`config.mk`:
```
export PLATFORM = sky130hd
export DESIGN_NAME = uart_rx_os16
export DESIGN_NICKNAME = d
export VERILOG_FILES = /design/src/rtl/uart_pkg.sv /design/src/rtl/uart_sync.sv /design/src/rtl/uart_rx_os16.sv
export SDC_FILE = /design/constraint.sdc
export NUM_CORES = 1
export LEC_CHECK = 0
export ABC_AREA = 0
export BUFFER_PORTS_ARGS = -buffer_cell sky130_fd_sc_hd__buf_2
export CELL_PAD_IN_SITES_DETAIL_PLACEMENT = 1
export CELL_PAD_IN_SITES_GLOBAL_PLACEMENT = 2
export CORE_MARGIN = 2
export CORE_UTILIZATION = 39
export DETAILED_ROUTE_END_ITERATION = 10
export MAX_ROUTING_LAYER = met4
export PLACE_DENSITY_LB_ADDON = 0.1
export SETUP_SLACK_MARGIN = 0.15
export SLEW_MARGIN = 20
export SYNTH_ARGS = -nofsm -noshare
export SYNTH_HDL_FRONTEND = slang
export SYNTH_SLANG_ARGS = --single-unit
```
`constraint.sdc`:
```
create_clock -name clk -period 2.01 [get_ports clk]
set_clock_uncertainty 0.15 [all_clocks]
set_input_delay 0.201 -clock clk [delete_from_list [all_inputs] [get_ports clk]]
set_output_delay 0.201 -clock clk [all_outputs]
set_load 0.01 [all_outputs]
```
`src/rtl/uart_pkg.sv`:
```
// Shared UART definitions: frame defaults and the receiver FSM state encoding.
// Used by uart_rx_os16; the frame defaults are also meant for tick_gen and uart_tx.
package uart_pkg;

    // Default frame shape: 8 data bits, 16 b_tick strobes per bit period.
    localparam int unsigned UART_DATA_BITS  = 8;
    localparam int unsigned UART_OVERSAMPLE = 16;

    // Receiver FSM states.
    typedef enum logic [1:0] {
        StIdle  = 2'd0,
        StStart = 2'd1,
        StData  = 2'd2,
        StStop  = 2'd3
    } rx_state_e;

endpackage

```
`src/rtl/uart_sync.sv`:
```
// Flop-chain synchronizer for an asynchronous single-bit input.
// Flops reset to 1 so that an idle-high line never looks like it fell on reset release.
// Ports:
//   clk  system clock
//   rst  asynchronous active-low reset (presets the chain to 1)
//   d    asynchronous input
//   q    synchronized output, STAGES clocks behind d
module uart_sync #(
    parameter int unsigned STAGES = 2
) (
    input  logic clk,
    input  logic rst,
    input  logic d,
    output logic q
);

    logic [STAGES-1:0] chain_q;

    always_ff @(posedge clk or negedge rst) begin
        if (!rst) begin
            chain_q <= '1;
        end else begin
            chain_q <= {chain_q[STAGES-2:0], d};
        end
    end

    assign q = chain_q[STAGES-1];

endmodule

```
`src/rtl/uart_rx_os16.sv`:
```
// 8N1 UART receiver driven by a 16x-oversampling b_tick strobe.
// Samples the start bit at its centre (rejecting glitches), then each data bit and the stop
// bit one full bit period apart. Good frames update rx_data with a one-clock rx_done pulse;
// a low stop bit gives a one-clock frame_err pulse and leaves rx_data unchanged.
// Ports:
//   clk        system clock
//   rst        asynchronous active-low reset
//   b_tick     one-clock strobe, OVERSAMPLE per bit period
//   rx         asynchronous serial line, idle high
//   rx_data    last good byte
//   rx_done    one-clock pulse, rx_data just updated
//   frame_err  one-clock pulse, stop bit sampled low
//   rx_busy    high whenever the FSM is not idle
module uart_rx_os16
    import uart_pkg::*;
#(
    parameter int unsigned DATA_BITS   = UART_DATA_BITS,
    parameter int unsigned OVERSAMPLE  = UART_OVERSAMPLE,
    parameter int unsigned SYNC_STAGES = 2
) (
    input  logic                 clk,
    input  logic                 rst,
    input  logic                 b_tick,
    input  logic                 rx,
    output logic [DATA_BITS-1:0] rx_data,
    output logic                 rx_done,
    output logic                 frame_err,
    output logic                 rx_busy
);

    localparam int unsigned BitCntW = (DATA_BITS > 1) ? $clog2(DATA_BITS) : 1;

    localparam logic [3:0]         TickMid = 4'(OVERSAMPLE / 2 - 1);
    localparam logic [3:0]         TickEnd = 4'(OVERSAMPLE - 1);
    localparam logic [BitCntW-1:0] BitLast = BitCntW'(DATA_BITS - 1);

    logic rx_s;

    rx_state_e              state_q, state_d;
    logic [3:0]             tick_q, tick_d;
    logic [BitCntW-1:0]     bit_q, bit_d;
    logic [DATA_BITS-1:0]   shift_q, shift_d;
    logic [DATA_BITS-1:0]   data_q, data_d;
    logic                   done_q, done_d;
    logic                   err_q, err_d;

    uart_sync #(
        .STAGES (SYNC_STAGES)
    ) u_sync (
        .clk (clk),
        .rst (rst),
        .d   (rx),
        .q   (rx_s)
    );

    always_ff @(posedge clk or negedge rst) begin
        if (!rst) begin
            state_q <= StIdle;
            tick_q  <= '0;
            bit_q   <= '0;
            shift_q <= '0;
            data_q  <= '0;
            done_q  <= 1'b0;
            err_q   <= 1'b0;
        end else begin
            state_q <= state_d;
            tick_q  <= tick_d;
            bit_q   <= bit_d;
            shift_q <= shift_d;
            data_q  <= data_d;
            done_q  <= done_d;
            err_q   <= err_d;
        end
    end

    always_comb begin
        state_d = state_q;
        tick_d  = tick_q;
        bit_d   = bit_q;
        shift_d = shift_q;
        data_d  = data_q;
        done_d  = 1'b0;
        err_d   = 1'b0;

        unique case (state_q)
            StIdle: begin
                if (!rx_s) begin
                    state_d = StStart;
                    tick_d  = '0;
                end
            end
            StStart: begin
                if (b_tick) begin
                    if (tick_q == TickMid) begin
                        // Still low at mid-start: a real start bit, else a glitch.
                        tick_d  = '0;
                        bit_d   = '0;
                        state_d = rx_s ? StIdle : StData;
                    end else begin
                        tick_d = tick_q + 4'd1;
                    end
                end
            end
            StData: begin
                if (b_tick) begin
                    if (tick_q == TickEnd) begin
                        shift_d = {rx_s, shift_q[DATA_BITS-1:1]};
                        tick_d  = '0;
                        if (bit_q == BitLast) begin
                            state_d = StStop;
                        end else begin
                            bit_d = bit_q + BitCntW'(1);
                        end
                    end else begin
                        tick_d = tick_q + 4'd1;
                    end
                end
            end
            StStop: begin
                if (b_tick) begin
                    if (tick_q == TickEnd) begin
                        // Leave at mid-stop so a back-to-back start edge is not missed.
                        state_d = StIdle;
                        tick_d  = '0;
                        if (rx_s) begin
                            data_d = shift_q;
                            done_d = 1'b1;
                        end else begin
                            err_d = 1'b1;
                        end
                    end else begin
                        tick_d = tick_q + 4'd1;
                    end
                end
            end
            default: state_d = StIdle;
        endcase
    end

    assign rx_data   = data_q;
    assign rx_done   = done_q;
    assign frame_err = err_q;
    assign rx_busy   = (state_q != StIdle);

endmodule

```
# [Word-level counts from Yosys, hierarchy flattened]
# Cells that the tools add are included.
[totals] ff_bits=29 output_inout_bits=11 elab_cells=65 inputBits=4
[classes] mux=30 reduce_logical=9 eq_ne=16 n_addsub=2
[op_table] cell="$mux 4" n=5
[op_table] cell="$mux 2" n=9
[op_table] cell="$ne 2x2->1 const B" n=9
[op_table] cell="$mux 3" n=5
[op_table] cell="$pmux 4 s3" n=1
[op_table] cell="$mux 1" n=8
[op_table] cell="$pmux 2 s4" n=1
[op_table] cell="$reduce_and 8->1" n=1
[op_table] cell="$pmux 3 s2" n=1
[op_table] cell="$reduce_and 3->1" n=2
[op_table] cell="$reduce_and 6->1" n=1
[op_table] cell="$add 4x1->4 const B" n=1
[op_table] cell="$eq 2x2->1 const B" n=2
[op_table] cell="$eq 4x3->1 const B" n=1
[op_table] cell="$eq 4x4->1 const B" n=1
[op_table] cell="$reduce_and 4->1" n=1
[op_table] cell="$reduce_bool 2->1" n=2
[op_table] cell="$add 3x1->3 const B" n=1
[op_table] cell="$eq 3x3->1 const B" n=1
[op_table] cell="$eq 2x1->1 const B" n=1
[op_table] cell="$logic_not 2->1" n=1
[op_table] cell="$ne 2x1->1 const B" n=1
[op_table] cell="$reduce_or 2->1" n=1

# [Depth between registers and ports, before layout]
# Gate-level depths: netlist of the first run.
[depth] word_depth=5 depth_mapped=5 ltp_nobuf=5

# [Hierarchy]
# Synthesis of the first run repeated with hierarchy kept, for this count alone.
[hier_totals] hier_cells=99 hier_area_um2=1290.0
[by_module_without_submodules] module="uart_rx_os16" area_each_um2=1237.4 seq_area_each_um2=675.6 n_inst=1 cells_per_inst=97
[by_module_without_submodules] module="uart_sync" area_each_um2=52.6 seq_area_each_um2=52.6 n_inst=1 cells_per_inst=2

# [Worst setup path before layout of the first run]
# Ideal clock, no wire load.
[synth_timing] path_type="register to register" from="reg tick_q[0]" to="reg data_q[0] (netlist: rx_data[0])" synth_period_minus_slack_ns=1.707 arrival_time_ns=1.433 stages_incl_launch_ff=5 setup_ns=0.125 n_path_buf=0 setup_slack_ns=0.303 path_cell_list="dfrtp_1 -> ha_1 -> nand3_4 -> nor3_4 -> mux2_2"
[synth_via] elab_chain_len=2
[synth_rtl] element="start, declared" line_no="uart_rx_os16.sv:40" rtl="logic [3:0] tick_q, tick_d;"
[synth_rtl] element="start signal, assigned" line_no="uart_rx_os16.sv:67" rtl="tick_q <= tick_d;"
[synth_rtl] element="$eq 4x4->1" line_no="uart_rx_os16.sv:121" rtl="if (tick_q == TickEnd) begin"
[synth_rtl] element="$reduce_and 4->1 (no line)"
[synth_rtl] element="end signal, assigned" line_no="uart_rx_os16.sv:70" rtl="data_q <= data_d;"
[synth_rtl] element="end, declared" line_no="uart_rx_os16.sv:43" rtl="logic [DATA_BITS-1:0] data_q, data_d;"
# Every way passes these cells.
# A chain may end at the register's enable or synchronous reset.

# [Worst setup path in the final report of the first run]
[layout_timing] from="reg bit_q[0]" to="reg bit_q[0]"
[layout_via] elab_chain_len=5 elab_cells_between_ends=8
[layout_rtl] element="start, declared" line_no="uart_rx_os16.sv:41" rtl="logic [BitCntW-1:0] bit_q, bit_d;"
[layout_rtl] element="start signal, assigned" line_no="uart_rx_os16.sv:68" rtl="bit_q <= bit_d;"
[layout_rtl] element="$add 3x1->3" line_no="uart_rx_os16.sv:112" rtl="bit_d = bit_q + BitCntW'(1);"
[layout_rtl] element="$mux 3" line_no="uart_rx_os16.sv:109" rtl="if (bit_q == BitLast) begin"
[layout_rtl] element="$mux 3" line_no="uart_rx_os16.sv:106" rtl="if (tick_q == TickEnd) begin"
[layout_rtl] element="$mux 3" line_no="uart_rx_os16.sv:105" rtl="if (b_tick) begin"
[layout_rtl] element="$pmux 3 s2" line_no="uart_rx_os16.sv:85" rtl="unique case (state_q)"
# Several ways; a longest one is shown, not always the timed one. The select of a mux whose other input is x is not followed.

==> summary.md, run 1 <==
| Metric | Value |
|---|---|
| Core Region | 3050 µm² |
| DR vias | 834 |
| Worst setup path startpoint | bit_q[0] |
| Ports | 15 |
| Initial DRC count | 24 |
| Tot Pwr | 1.35 mW |
| Worst R2R End | bit_q[0] |
| Fraction of registers with async set/reset | 100% |
| Fin crit period | 1780 ps |
| Hold Crit Start | b_tick |
| Vias/cell | 5.15 |
| EDFF count, synth | 0 |
| Setup violators final | 0 |
| Final core occ | 48.7% |
| Clock Root Buffer | clkbuf_4 |
| Final WS setup | 231 ps |
| Dpl ws | 191 ps |
| CP arrival | 1840 ps |
| Post-synthesis compound-gate area fraction | 6.27% |
| Post-synthesis xor/xnor area fraction | 0.697% |
| DRC violations left | 0 |
| CP required | 2070 ps |
| Global-route wire length before repair | 3950 µm |
| Share of layout cells above drive strength 1 | 44.1% |
| Overflow left after global routing | 0 |
| Register bit count reported by yosys | 29 |
| VDD IR max | 0.558 mV |
| Startpoint Class | register |
| R2R cell count | 5 |
| Num CTS Buffers | 5 |
| DRT Pass-1 Iters | 4 |
| Leakage | 0.728 nW |
| Initial Util | 41.2% |
| Mux cell area share after synthesis | 15.2% |
| Crit-path max FO | 3 |
| F_max | 562 MHz |
| Antenna violations before repair | 0 |
| Rows | 20 |
| Mean Syn Cell Area | 13.5 µm² |
| CP endpoint kind | register |
| Worst-path clk slew | 90 ps |
| Rel. slew slack | 57.8% |
| Crit Path Category | reg2reg |
| Status | complete, no violations |
| Synthesized area | 1260 µm² |
| ANT nets after route | 0 |
| Routed Wire Length | 2330 µm |
| Worst skew pair latency | 320 ps |
| H-tree level count | 2 |
| FILL cells | 326 |
| Yosys warnings | 0 |
| Final net count | 124 |
| Least-Margin Pin Slew | 633 ps |
| Die width | 60.8 µm |
| Vias in the first global route | 849 |
| Power per cell area | 907 nW/µm² |
| Die Ht | 60.8 µm |
| # Max-Cap Violations | 0 |
| Hold Path Class | in2reg |
| Number of port buffers | 14 |
| Unrepaired setup endpoints after global routing | true |
| Hold Violations, Final | 0 |
| Sum of negative setup slack | 0 ps |
| Crit share post-route | 88.5% |
| CP endpoint | bit_q[0] |
| Top post-synthesis cells by area | dfrtp_1 54%, mux2_2 15%, dfstp_2 4.2% |
| # clock sinks | 29 |
| Number of diodes | 0 |
| Post-synthesis simple-gate area fraction | 15.6% |
| Yosys top cell by area | dfrtp_1 |
| Adder-cell share of the synthesized area | 2.99% |
| Distinct cell type count after synthesis | 29 |
| P&R area growth vs syn | 18.2% |
| Post-Syn Nets | 100 |
| Largest family of logic cells by synthesized area | simple AND/OR/NAND/NOR gates |
| Cells after Synth | 93 |
| Commonest cells after routing, fill and taps aside | 27 x dfrtp_1, 17 x mux2_2, 14 x buf_2, 8 x nand3_1, 5 x clkbuf_4 |
| Share of the yosys chip area belonging to registers | 57.9% |
| FF-to-FF setup slack | 230 ps |
| CTS max path bufs | 2 |
| Post-synth top area share | 53.7% |
| Footprint of the multi-input gates | 528 µm² |
| Largest net degree at the start of global routing | 30 |
| Hpwl dp | 1660 µm |
| Sequential standard cell area | 728 µm² |
| Routability cong. | 0.734 |
| Top FF cell, synth | dfrtp_1 |
| R2r startpoint | bit_q[0] |
| CTS tree | done |
| Avg WL per Cell | 14.4 µm |
| Die footprint | 3690 µm² |
| Commonest non-fill, non-tap cell in the layout | dfrtp_1 |
| Final Max Slew Viols | 0 |
| GRT Overall Usage | 15.9% |
## per-stage QoR
| stage | hold slack [ps] | area [µm²] | instances |
|---|---|---|---|
| 3_3_place_gp | 105 | 1400 | 152 |
| 5_1_grt | 56.0 | 1490 | 162 |
| 2_1_floorplan | -245 | 1260 | 93 |
| 4_1_cts | 19.5 | 1470 | 162 |
| 3_5_place_dp | 118 | 1400 | 152 |
| 6_report | 50.6 | 1490 | 162 |
## routing by layer
metal	track usage (%)	up-vias	wire length [µm]
met4	7.45	0	32
met1	18.1	418	1080
met5	-	-	0
met2	23.8	14	1130
met3	7.04	4	90
li1	-	398	-
## cells in the mapped netlist (all sizes together) (3+ instances only)
| master | count |
|---|---|
| dfrtp | 27 |
| mux2 | 17 |
| nand3 | 9 |
| nand2 | 4 |
| o21ai | 4 |
| ha | 3 |
## area by class of cell
cell class              instances  share of cell area [%]
clock buffers                   6                    2.78
inverters                       1                   0.253
well taps                      44                    3.70
repair buffers                 20                    8.08
multi-input cells              60                    35.5
clock inverters                 2                   0.673
flip-flops and latches         29                    49.0
## how the worst min path moves through the flow
stage                                 endpoint  depth (start not counted)
floorplan           asynchronous set/reset pin                          0
global placement                      bit_q[2]                          1
detailed placement  asynchronous set/reset pin                          1
CTS                                  tick_q[1]                          3
global route                         tick_q[1]                          3
finish                               tick_q[1]                          3
## flip-flops by register name (all words and copies together) (netlist names), named ones only
register	flops
bit_q	3
frame_err	1
u_sync.chain_q	2
rx_data	8
rx_done	1
tick_q	4
state_q	1
shift_q	8
## power breakdown
part,internal (mW),total (mW),switching (mW)
Clock,0.133,0.327,0.195
Combinational,0.137,0.316,0.179
Sequential,0.639,0.704,0.0652
Total,0.909,1.35,0.439
## critical path: stages (launching register included)
cell	delay (ps)
dfrtp_1	390
ha_1	200
ha_1	230
nor4bb_2	270
o21ai_1	140
mux2_2	280
## logic make-up after synthesis
logic type,count (synthesis)
xor+xnor,1
simple gates,27
mux,17
flops,29
compound gates,12
fa+ha+maj,3
buf+inv,4
## timing repair
item,CTS,global route
endpoints found under the hold margin,28,0
gates resized for setup,0,4
setup endpoints to repair,0,19
setup buffers,0,0
hold buffers,2,0
Note: power is estimated with default switching activity, not from simulation.
==> run 2, diff against run 1 <==
--- a/config.mk
+++ b/config.mk
@@ -14,2 +14,3 @@
 export DETAILED_ROUTE_END_ITERATION = 10
+export HOLD_SLACK_MARGIN = 0.05
 export MAX_ROUTING_LAYER = met4
--- a/constraint.sdc
+++ b/constraint.sdc
@@ -4,2 +4,2 @@
 set_output_delay 0.201 -clock clk [all_outputs]
-set_load 0.01 [all_outputs]
+set_load 0.1 [all_outputs]
==> run 2 against run 1 <==
  * Sequential power about the same
  * Sequential share of layout area down 0.81 points
  * Combinational power up 7.9%
  * Wire length up 1.6%
  * Global-route usage down 0.54 points
  * First-iteration DRC count down 21%
  * Clock-buffer cell count unchanged
  * Total power up 2.2%
  * Via count up 1.7%
  * Worst setup slack worse by 15 ps
==> summary.md, run 2 (synthesis gave the netlist of run 1 again) <==
| Metric | Value |
|---|---|
| Final net count | 127 |
| Final core occ | 49.5% |
| P&R area growth vs syn | 20.2% |
| Status | complete, no violations |
| Final WS setup | 216 ps |
| Fin cells | 165 |
| Commonest cells after routing, fill and taps aside | 27 x dfrtp_1, 17 x mux2_2, 13 x buf_2, 8 x nand3_1, 6 x buf_4 |
| Routed wire length on met3 | 78 µm |
| Worst-path clk slew | 90 ps |
| Avg WL per Cell | 14.3 µm |
| DRC violations left | 0 |
| Hold Crit Start | u_sync.chain_q[0] |
| Share of layout cells above drive strength 1 | 43.8% |
| Rel. slew slack | 57.8% |
| Fin crit period | 1790 ps |
| Met2 wire len | 1170 µm |
| Worst skew pair latency | 320 ps |
| CTS tree | done |
| Core Region | 3050 µm² |
| ANT nets after route | 0 |
| Hold Violations, Final | 0 |
| Die width | 60.8 µm |
| Antenna violations before repair | 0 |
| Tot Pwr | 1.38 mW |
| Leakage | 0.747 nW |
| # Max-Cap Violations | 0 |
| Worst R2R End | shift_q[3] |
| Seq pwr share | 50.9% |
| Number of diodes | 0 |
| CP endpoint kind | register |
| Power Internal | 0.909 mW |
| Placed insts | 152 |
| FF-to-FF setup slack | 220 ps |
| Overflow left after global routing | 0 |
| Final Max Slew Viols | 0 |
| DR vias | 848 |
| Initial Util | 41.2% |
| Hold path cells | 0 |
| Crit share post-route | 89.2% |
| Hpwl dp | 1590 µm |
| Post-DP Area | 1400 µm² |
| Net Sw Frac | 34.0% |
| Unrepaired setup endpoints after global routing | true |
| DRT Pass-1 Iters | 4 |
| CP required | 2070 ps |
| CP arrival | 1860 ps |
| WHS | 211 ps |
| Power per cell area | 911 nW/µm² |
| Setup violators final | 0 |
| F_max | 557 MHz |
| Num CTS Buffers | 5 |
| Crit Path Category | reg2reg |
| Comb power frac | 24.8% |
| Die footprint | 3690 µm² |
| Commonest non-fill, non-tap cell in the layout | dfrtp_1 |
| R2r startpoint | tick_q[0] |
| Vias in the first global route | 848 |
| Vias/cell | 5.14 |
| Worst Hold End | u_sync.chain_q[1] |
| Hold Path Class | reg2reg |
| Rows | 20 |
| H-tree level count | 2 |
| Met1 WL | 1070 µm |
| Initial DRC count | 19 |
| Top Metal Used | met4 |
| Clock Root Buffer | clkbuf_4 |
| Startpoint Class | register |
| Number of port buffers | 14 |
| Final Cell Area | 1510 µm² |
| Largest net degree at the start of global routing | 30 |
| R2R cell count | 5 |
| Routed Wire Length | 2370 µm |
| # clock sinks | 29 |
| VDD IR max | 0.448 mV |
| CTS max path bufs | 2 |
| Routability cong. | 0.735 |
| GRT Overall Usage | 15.3% |
| Ports | 15 |
| Crit-path max FO | 5 |
| Clock power frac | 24.3% |
| Global-route wire length before repair | 3870 µm |
| Sum of negative setup slack | 0 ps |
| Dpl ws | 180 ps |
| Switching Power | 0.468 mW |
| Die Ht | 60.8 µm |
| Least-Margin Pin Slew | 634 ps |
==> run 2: cell types whose count changed in the layout (fill, tap and decap cells not counted) <==
cell and change:
buf_4 +2, buf_2 -1, buf_6 +1, dlygate4sd3_1 +1, nor4bb_1 +1, nor4bb_2 -1
==> run 2: cell type report <==
| class | count | area, µm² |
|---|---|---|
| Timing Repair Buffer | 23 | 151 |
| Sequential cell | 29 | 728 |
| Multi-Input combinational cell | 60 | 522 |
| Fill cell | 344 | 1540 |
| Clock buffer | 6 | 41.3 |
| Tap cell | 44 | 55.1 |
| Inverter | 1 | 3.75 |
| Clock inverter | 2 | 10.0 |
==> run 2: worst max-delay path by stage <==
stage	startpoint	cells after the start	slack (ps)	endpoint
after floorplan	state_q[0]	4	240	tick_q[3]
after global placement	tick_q[0]	4	250	shift_q[5]
after detailed placement	tick_q[0]	4	180	shift_q[1]
after CTS	tick_q[0]	4	160	shift_q[1]
after global routing	bit_q[0]	5	80	bit_q[0]
final	tick_q[0]	5	220	shift_q[3]
==> run 2: worst max-delay path, stage by stage (launching register included) <==
cell	delay, ps
dfrtp_1	400
ha_2	250
nand3_4	130
nor3_4	250
buf_4	180
mux2_2	320
==> run 2: power by group through the flow <==
| stage | clock network (mW) | registers, mW | logic [mW] |
|---|---|---|---|
| 2_1_floorplan | 0 | 0.699 | 0.241 |
| 3_3_place_gp | 0 | 0.710 | 0.322 |
| 3_5_place_dp | 0 | 0.712 | 0.326 |
| 4_1_cts | 0.350 | 0.700 | 0.334 |
| 5_1_grt | 0.374 | 0.712 | 0.381 |
| 6_report | 0.335 | 0.701 | 0.341 |
==> run 2: layer usage <==
layer | vias to the layer above | global-route usage, %
li1 | 400 | -
met1 | 425 | 19.1
met2 | 16 | 22.7
met3 | 7 | 3.84
met4 | 0 | 8.39
met5 | - | -
==> run 2: timing repair <==
| item | CTS | global route |
|---|---|---|
| buffers inserted | 0 | 2 |
| endpoints found under the hold margin | 29 | 0 |
| hold buffers | 3 | 0 |
| setup endpoints to repair | 1 | 20 |
| pin swaps | 0 | 1 |
| resized for setup | 1 | 4 |
